## src/rtl/retire_trace.sv

```systemverilog
// Retire trace collector: pairs issued instructions with execute completions,
// produces sequenced retire records into an output FIFO and tracks pass/fail.
module retire_trace #(
  parameter int IQ_DEPTH = 4,
  parameter int OQ_DEPTH = 8
) (
  input  logic        clk,
  input  logic        reset,
  input  logic        iss_v,
  input  logic [31:0] iss_pc,
  input  logic [31:0] iss_inst,
  input  logic        ex_v,
  input  logic        ex_rd_v,
  input  logic [4:0]  ex_rd,
  input  logic [31:0] ex_rd_data,
  input  logic [31:0] pass_pc,
  input  logic [31:0] fail_pc,
  output logic        rt_valid,
  input  logic        rt_ready,
  output logic [31:0] rt_pc,
  output logic [31:0] rt_inst,
  output logic        rt_rd_v,
  output logic [4:0]  rt_rd,
  output logic [31:0] rt_rd_data,
  output logic [31:0] rt_seq,
  output logic [31:0] retire_cnt,
  output logic        done,
  output logic        pass,
  output logic        err_under,
  output logic        err_over
);

  localparam int IAW = $clog2(IQ_DEPTH);
  localparam int ICW = $clog2(IQ_DEPTH + 1);
  localparam int OAW = $clog2(OQ_DEPTH);
  localparam int OCW = $clog2(OQ_DEPTH + 1);
  localparam logic [ICW-1:0] IQ_MAX = ICW'(IQ_DEPTH);
  localparam logic [OCW-1:0] OQ_MAX = OCW'(OQ_DEPTH);

  logic [31:0]    iq_pc   [IQ_DEPTH];
  logic [31:0]    iq_inst [IQ_DEPTH];
  logic [IAW-1:0] iq_wptr, iq_rptr;
  logic [ICW-1:0] iq_cnt;

  logic [31:0]    oq_pc      [OQ_DEPTH];
  logic [31:0]    oq_inst    [OQ_DEPTH];
  logic           oq_rd_v    [OQ_DEPTH];
  logic [4:0]     oq_rd      [OQ_DEPTH];
  logic [31:0]    oq_rd_data [OQ_DEPTH];
  logic [31:0]    oq_seq     [OQ_DEPTH];
  logic [OAW-1:0] oq_wptr, oq_rptr;
  logic [OCW-1:0] oq_cnt;

  logic        iq_push, iq_pop, iq_over, under;
  logic        rec_v, rec_rd_v;
  logic [31:0] rec_pc, rec_inst;
  logic        oq_push, oq_pop, oq_over;

  // A record comes from the IQ head, or straight from the issue port when the
  // IQ is empty and issue/execute coincide (bypass keeps the IQ empty).
  always_comb begin
    rec_v    = 1'b0;
    rec_pc   = '0;
    rec_inst = '0;
    iq_push  = 1'b0;
    iq_pop   = 1'b0;
    iq_over  = 1'b0;
    under    = 1'b0;
    if (!done) begin
      if (ex_v) begin
        if (iq_cnt != '0) begin
          rec_v    = 1'b1;
          rec_pc   = iq_pc[iq_rptr];
          rec_inst = iq_inst[iq_rptr];
          iq_pop   = 1'b1;
          iq_push  = iss_v;
        end else if (iss_v) begin
          rec_v    = 1'b1;
          rec_pc   = iss_pc;
          rec_inst = iss_inst;
        end else begin
          under = 1'b1;
        end
      end else if (iss_v) begin
        if (iq_cnt == IQ_MAX) iq_over = 1'b1;
        else                  iq_push = 1'b1;
      end
    end
    rec_rd_v = ex_rd_v && (ex_rd != 5'd0);
    oq_pop   = rt_valid && rt_ready;
    oq_push  = rec_v && ((oq_cnt != OQ_MAX) || oq_pop);
    oq_over  = rec_v && (oq_cnt == OQ_MAX) && !oq_pop;
  end

  always_ff @(posedge clk) begin
    if (iq_push) begin
      iq_pc[iq_wptr]   <= iss_pc;
      iq_inst[iq_wptr] <= iss_inst;
    end
    if (oq_push) begin
      oq_pc[oq_wptr]      <= rec_pc;
      oq_inst[oq_wptr]    <= rec_inst;
      oq_rd_v[oq_wptr]    <= rec_rd_v;
      oq_rd[oq_wptr]      <= ex_rd;
      oq_rd_data[oq_wptr] <= ex_rd_data;
      oq_seq[oq_wptr]     <= retire_cnt;
    end
  end

  // Sequence numbers advance for every formed record, even ones dropped on overflow.
  always_ff @(posedge clk) begin
    if (!reset) begin
      iq_wptr    <= '0;
      iq_rptr    <= '0;
      iq_cnt     <= '0;
      oq_wptr    <= '0;
      oq_rptr    <= '0;
      oq_cnt     <= '0;
      retire_cnt <= '0;
      done       <= 1'b0;
      pass       <= 1'b0;
      err_under  <= 1'b0;
      err_over   <= 1'b0;
    end else begin
      if (iq_push) iq_wptr <= iq_wptr + IAW'(1);
      if (iq_pop)  iq_rptr <= iq_rptr + IAW'(1);
      if (iq_push && !iq_pop)      iq_cnt <= iq_cnt + ICW'(1);
      else if (iq_pop && !iq_push) iq_cnt <= iq_cnt - ICW'(1);
      if (oq_push) oq_wptr <= oq_wptr + OAW'(1);
      if (oq_pop)  oq_rptr <= oq_rptr + OAW'(1);
      if (oq_push && !oq_pop)      oq_cnt <= oq_cnt + OCW'(1);
      else if (oq_pop && !oq_push) oq_cnt <= oq_cnt - OCW'(1);
      if (rec_v) begin
        retire_cnt <= retire_cnt + 32'd1;
        if (rec_pc == fail_pc) begin
          done <= 1'b1;
          pass <= 1'b0;
        end else if (rec_pc == pass_pc) begin
          done <= 1'b1;
          pass <= 1'b1;
        end
      end
      if (under)              err_under <= 1'b1;
      if (iq_over || oq_over) err_over  <= 1'b1;
    end
  end

  assign rt_valid   = (oq_cnt != '0);
  assign rt_pc      = rt_valid ? oq_pc[oq_rptr]      : '0;
  assign rt_inst    = rt_valid ? oq_inst[oq_rptr]    : '0;
  assign rt_rd_v    = rt_valid ? oq_rd_v[oq_rptr]    : 1'b0;
  assign rt_rd      = rt_valid ? oq_rd[oq_rptr]      : '0;
  assign rt_rd_data = rt_valid ? oq_rd_data[oq_rptr] : '0;
  assign rt_seq     = rt_valid ? oq_seq[oq_rptr]     : '0;

endmodule

```

## config.mk

```make
export PLATFORM = sky130hd
export DESIGN_NAME = retire_trace
export DESIGN_NICKNAME = d
export VERILOG_FILES = /design/src/rtl/retire_trace.sv
export SDC_FILE = /design/constraint.sdc
export NUM_CORES = 1
export LEC_CHECK = 0
export CORE_MARGIN = 1
export CORE_UTILIZATION = 50
export DETAILED_ROUTE_END_ITERATION = 8
export DONT_BUFFER_PORTS = 1
export GPL_TIMING_DRIVEN = 0
export PLACE_DENSITY = 0.69
export SLEW_MARGIN = 20
export SYNTH_ARGS = -nofsm -noshare
export SYNTH_HDL_FRONTEND = slang
export SYNTH_SLANG_ARGS = --single-unit
```

## constraint.sdc

```tcl
create_clock -name clk -period 30.5 [get_ports clk]
set_input_delay 3.05 -clock clk [delete_from_list [all_inputs] [get_ports clk]]
set_output_delay 3.05 -clock clk [all_outputs]
set_load 0.02 [all_outputs]
```

# Word-level counts from Yosys, hierarchy flattened
# Memory sizes are Yosys's and may differ from the RTL's. A register that Yosys moved wholly into a read port is not among the register bits.
# Index checks and enable logic that the tools add are counted.
[op_classes]
magnitude_cmp = 0
n_reduce_logical = 22
n_mux = 61
bitwise = 0
addsub = 9
div_mod_pow = 0
multipliers = 0
shifts = 0
n_eq_ne = 5
[ops]
columns = ["operator", "n"]
rows = [
  ["$mux 32", 12],
  ["$eq 32x32->1", 2],
  ["$mux 3", 14],
  ["$add 32x1->32 const B", 1],
  ["$mux 1", 28],
  ["$add 3x1->3 const B", 3],
  ["$logic_and 1x1->1", 9],
  ["$mux 2", 4],
  ["$mux 4", 2],
  ["$reduce_bool 2->1", 3],
  ["$mux 5", 1],
  ["$reduce_bool 5->1", 1],
  ["$add 2x1->2 const B", 2],
  ["$add 4x1->4 const B", 1],
  ["$eq 4x4->1 const B", 1],
  ["$logic_not 1->1", 4],
  ["$ne 4x4->1 const B", 1],
  ["$reduce_bool 4->1", 1],
  ["$sub 4x1->4 const B", 1],
  ["$eq 3x3->1 const B", 1],
  ["$reduce_bool 3->1", 1],
  ["$sub 3x1->3 const B", 1],
  ["$logic_or 1x1->1", 2],
  ["$reduce_and 2->1", 1],
]
[word_totals]
ramBits = 1328
n_memories = 8
mem_bits_ro = 0
latchBits = 0
register_bits = 53
in_bits = 171
[memory_table]
columns = ["name", "depth", "width", "read_ports", "rd_ports_with_merged_regs", "wr", "line", "rtl"]
rows = [
  ["oq_inst", 8, 32, 1, 1, 1, "46", "logic [31:0] oq_inst [OQ_DEPTH];"],
  ["oq_pc", 8, 32, 1, 1, 1, "45", "logic [31:0] oq_pc [OQ_DEPTH];"],
  ["oq_rd_data", 8, 32, 1, 1, 1, "49", "logic [31:0] oq_rd_data [OQ_DEPTH];"],
  ["oq_seq", 8, 32, 1, 1, 1, "50", "logic [31:0] oq_seq [OQ_DEPTH];"],
  ["iq_inst", 4, 32, 1, 1, 1, "41", "logic [31:0] iq_inst [IQ_DEPTH];"],
  ["iq_pc", 4, 32, 1, 1, 1, "40", "logic [31:0] iq_pc [IQ_DEPTH];"],
  ["2 more memories", "n/a", "n/a", "n/a", "n/a", "n/a", "n/a", ""],
]

# Logic depth before layout (Yosys ltp)
[depth]
depth_word = 9
mapped_depth = 14
depth_no_buf = 11

# Worst setup path before layout
# Ideal clock, no wire load.
[synth_path]
path_kind = "input port to flip-flop"
startpoint = "input port ex_v"
endpoint = "memory oq_inst[0][0] (enable)"
setup_time_ps = 792
arrival_time_ps = 13084
slack_ps = 16624
path_stages = 5
required_ps = 29708
n_path_buf = 1
path_cell_list = "nor2b_1 nand2_4 buf_2 or3_1 nor3_1"
[synth_between]
elab_chain_len = 5
[synth_lines]
columns = ["item", "line", "rtl"]
rows = [
  ["start, declared", "12", "input logic ex_v,"],
  ["$mux 1", "70", "if (ex_v) begin"],
  ["$mux 1", "69", "if (!done) begin"],
  ["$logic_and 1x1->1", "91", "oq_push = rec_v && ((oq_cnt != OQ_MAX) || oq_pop);"],
  ["$mux 1", "100", "if (oq_push) begin"],
  ["$mux 1 (not written as such)", "102", "oq_inst[oq_wptr] <= rec_inst;"],
  ["end, declared", "46", ""],
]
# Every way passes these cells.

==> results.md <==
* Status: finished, final reports clean
* PnR worst setup slack at 23.44 ns
* CTS Root Cell: clkbuf_16
* Initial Util at 50.55%
* WL met2 at 72.76 mm
* Area grow syn2layout at 14.81%
* Area leader, netlist: edfxtp_1
* Final Hold Slack at 0.4950 ns
* Crit-path max FO at 10
* Post-synthesis mux area share at 16.44%
* Clock buffer depth at 3
* Post-CTS setup buffers at 0
* Io pins at 342
* Slowest CP cell: clkbuf_1
* Mapped Nets at 3036
* CP Launch Type: flop
* ANT nets after route at 0
* Drt wl/cell at 30.86 µm
* Nets at 3279
* Drt drc at 0
* Final-report setup violation count at 0
* Clk_skew at 0.02245 ns
* FILL cells at 7826
* Critical Path RT at 27.45 ns
* Worst hold stages at 2
* Ys Warns at 0
* Worst relative slew slack at 21.66%
* CP Cell Sequence: clkbuf_1 -> clkbuf_1 -> buf_1 -> mux2i_1 -> nor2_1
* Element type at the critical path end: output port
* Largest family of logic cells by synthesized area: multiplexers
* Post-synthesis register bit count at 1386
* WP data arrival at 4.01 ns
* # Max-Cap Violations at 0
* Kind of critical path: flop to output port
* Worst reg2reg path endpoint: oq_inst[0][10]
* Highest Clock Rate at 0.1416 GHz
* Synth Area in Compound Gates at 2.567%
* CP dominant cell by count: clkbuf_1
* Drt total wl at 144.4 mm
* Vias in the first global route at 29920
* VDD IR max at 0.06097 mV
* Leak at 20.13 nW
* Multi-input gate area in the final layout at 13280 µm²
* DRT iter0 DRCs at 2865
* Number of enable flip-flop cells after synthesis at 1328
* DR vias/cell at 6.100
* HP Class: flop to flop
* Commonest cells in the netlist: 1328 x edfxtp_1, 329 x mux4_2, 212 x nor2_1, 156 x mux2i_1, 140 x nand2_1
* Clock transition at path regs at 0.06 ns
* Pre-CTS WS at 23.50 ns
* Core ar. at 109200 µm²
* # resized after CTS at 0
* Wl on met1 at 55.23 mm
* Post-Synth Simple-Gate Area at 3.862%
* Chip width at 334.2 µm
* Synthesized area at 55180 µm²
* Reg2reg setup slack at 26.04 ns
* CP peak stage delay at 0.87 ns
* DIE AREA at 111700 µm²
* Post-synthesis adder-cell area fraction at 0.3220%
* Floorplan row count at 121
* Tcrit/Tclk final at 23.16%
* Synth Instances at 2852
* HP Start: oq_rptr[1]
* Share of cells above drive strength 1 at 21.61%
* Initial antenna violation count at 3
* Power per cell area at 90.07 nW/µm²
* DIE HEIGHT at 334.2 µm
* Unrepaired setup endpoints after global routing: no
* XOR/XNOR Fraction of Synth Area at 0.7301%
* Sum Neg Setup Slack at 0 ns
* 1st-pass router iterations at 5
* Minimum clock period at 7.064 ns
* Vias at 28550
* First-pass GRT wire length at 208.9 mm
* Mean Syn Cell Area at 19.35 µm²
* # port buffers at 0
* Register-to-Register Path Depth at 12
* Met3 WL post-DR at 11.70 mm
* Largest net degree at the start of global routing at 49
* CTS tree: yes
* Clock net sink count at 1386
* Dpl hpwl at 100.9 mm
* Post-synth top area share at 72.27%
* CTS Buf Count at 142
* Seq/Total Area, Yosys at 74.37%
* Hold Fails Final Rpt at 0
* Grt total ovfl at 0
* Max Slew Vio Count at 0
* Distinct cells, synth at 74
* RR Startpoint: done
* Global-route usage over all layers at 26.23%
* Least-Margin Pin Slew at 1.164 ns
* Prevailing post-synth register cell: edfxtp_1
* Synth top area cells: edfxtp_1 72%, mux4_2 13%, mux2i_1 2.8%, dfxtp_1 2.1%, nor2_1 1.4%
* Most frequent cell after synthesis: edfxtp_1
* Hold buffers post-CTS at 0
* Register Area at 41040 µm²
* Clock H-tree levels at 4
* RePlAce Congestion at 0.9591
* Asr flop ratio synth at 0%
* Uppermost layer routed: met5
* Worst-Skew Late Latency at 0.76 ns
final cells by class:
class,instances,area share [%]
repair buffers,99,2.686
inverters,86,0.5096
clock inverters,71,1.088
plain buffers,142,1.001
clock buffers,180,6.048
diodes,2,0.007900
multi-input cells,1238,20.96
flip-flops and latches,1386,64.78
well taps,1476,2.915
registers in the layout, summed over array words and instances (netlist names), named ones only:
| signal | flops |
|---|---|
| oq_inst | 256 |
| oq_pc | 256 |
| oq_rd_data | 256 |
| oq_seq | 256 |
| iq_inst | 128 |
| iq_pc | 128 |
| oq_rd | 40 |
| retire_cnt | 32 |
| oq_rd_v | 8 |
| oq_cnt | 4 |
| iq_cnt | 3 |
| oq_rptr | 3 |
| oq_wptr | 3 |
| iq_rptr | 2 |
| iq_wptr | 2 |
| done | 1 |
| err_over | 1 |
| err_under | 1 |
| pass | 1 |
through the flow:
step	power, mW	instance area [µm²]	cells	util, %
floorplan	3.513	55180	2852	-
global placement	4.044	57030	4328	52.24
detailed placement	4.066	58820	4427	53.89
CTS	5.746	63340	4678	58.03
global route	5.908	63350	4678	58.03
finish	5.706	63350	4680	58.04
worst max-delay path: cells and delay by family, from the launching register on:
| kind | cells | cell delay, ns |
|---|---|---|
| buffers and inverters | 3 | 2.25 |
| and+or+nand+nor | 1 | 0.38 |
| muxes | 1 | 0.32 |
| DFF | 1 | 0.30 |
metal layers:
layer,track usage (%),up-vias
met1,33.33,15040
met5,0,-
met4,9.262,2
met2,44.19,1198
li1,-,12050
met3,6.251,255
kinds of logic after synthesis:
kind of cell / after synthesis
xor gates and xnor gates: 46
DFF: 1386
AOI/OAI and AO/OA: 209
adders and majority gates: 13
buffers and inverters: 228
and+or+nand+nor: 479
muxes: 491
worst max path at each step:
stage / startpoint / endpoint / cells after the start
floorplan: ex_v / oq_inst[0][0] / 5
global placement: ex_v / oq_inst[0][14] / 5
detailed placement: ex_v / oq_inst[0][14] / 12
global route: flop / rt_rd_data[21] / 5
CTS: flop / rt_pc[11] / 6
finish: flop / rt_seq[21] / 5
placed cells by master, fill, tap and decap left out, drive strengths merged, types with 5 or more instances in the layout:
cell type	netlist	final
a2111oi	6	6
a21oi	70	70
a222oi	5	5
a22o	8	8
a22oi	17	17
a2bb2oi	6	6
a31oi	7	7
and2	5	5
and3	12	12
buf	72	167
bufinv	0	10
clkbuf	70	254
clkinv	0	49
dfxtp	58	58
edfxtp	1328	1328
ha	11	11
inv	86	94
mux2i	156	156
mux4	331	331
nand2	141	141
nand2b	8	8
nand3	24	24
nand4	15	15
nor2	212	212
nor2b	6	6
nor3	19	19
nor4	9	9
o21ai	15	15
o221ai	6	6
o22ai	32	32
or3	7	7
or4	5	5
xnor2	19	19
xor2	27	27
power breakdown:
part / switching, mW / internal (mW)
Clock: 0.707 / 0.976
Sequential: 0.0409 / 2.32
Combinational: 1.13 / 0.525
Total: 1.88 / 3.82
(Power assumes the default switching activity.)
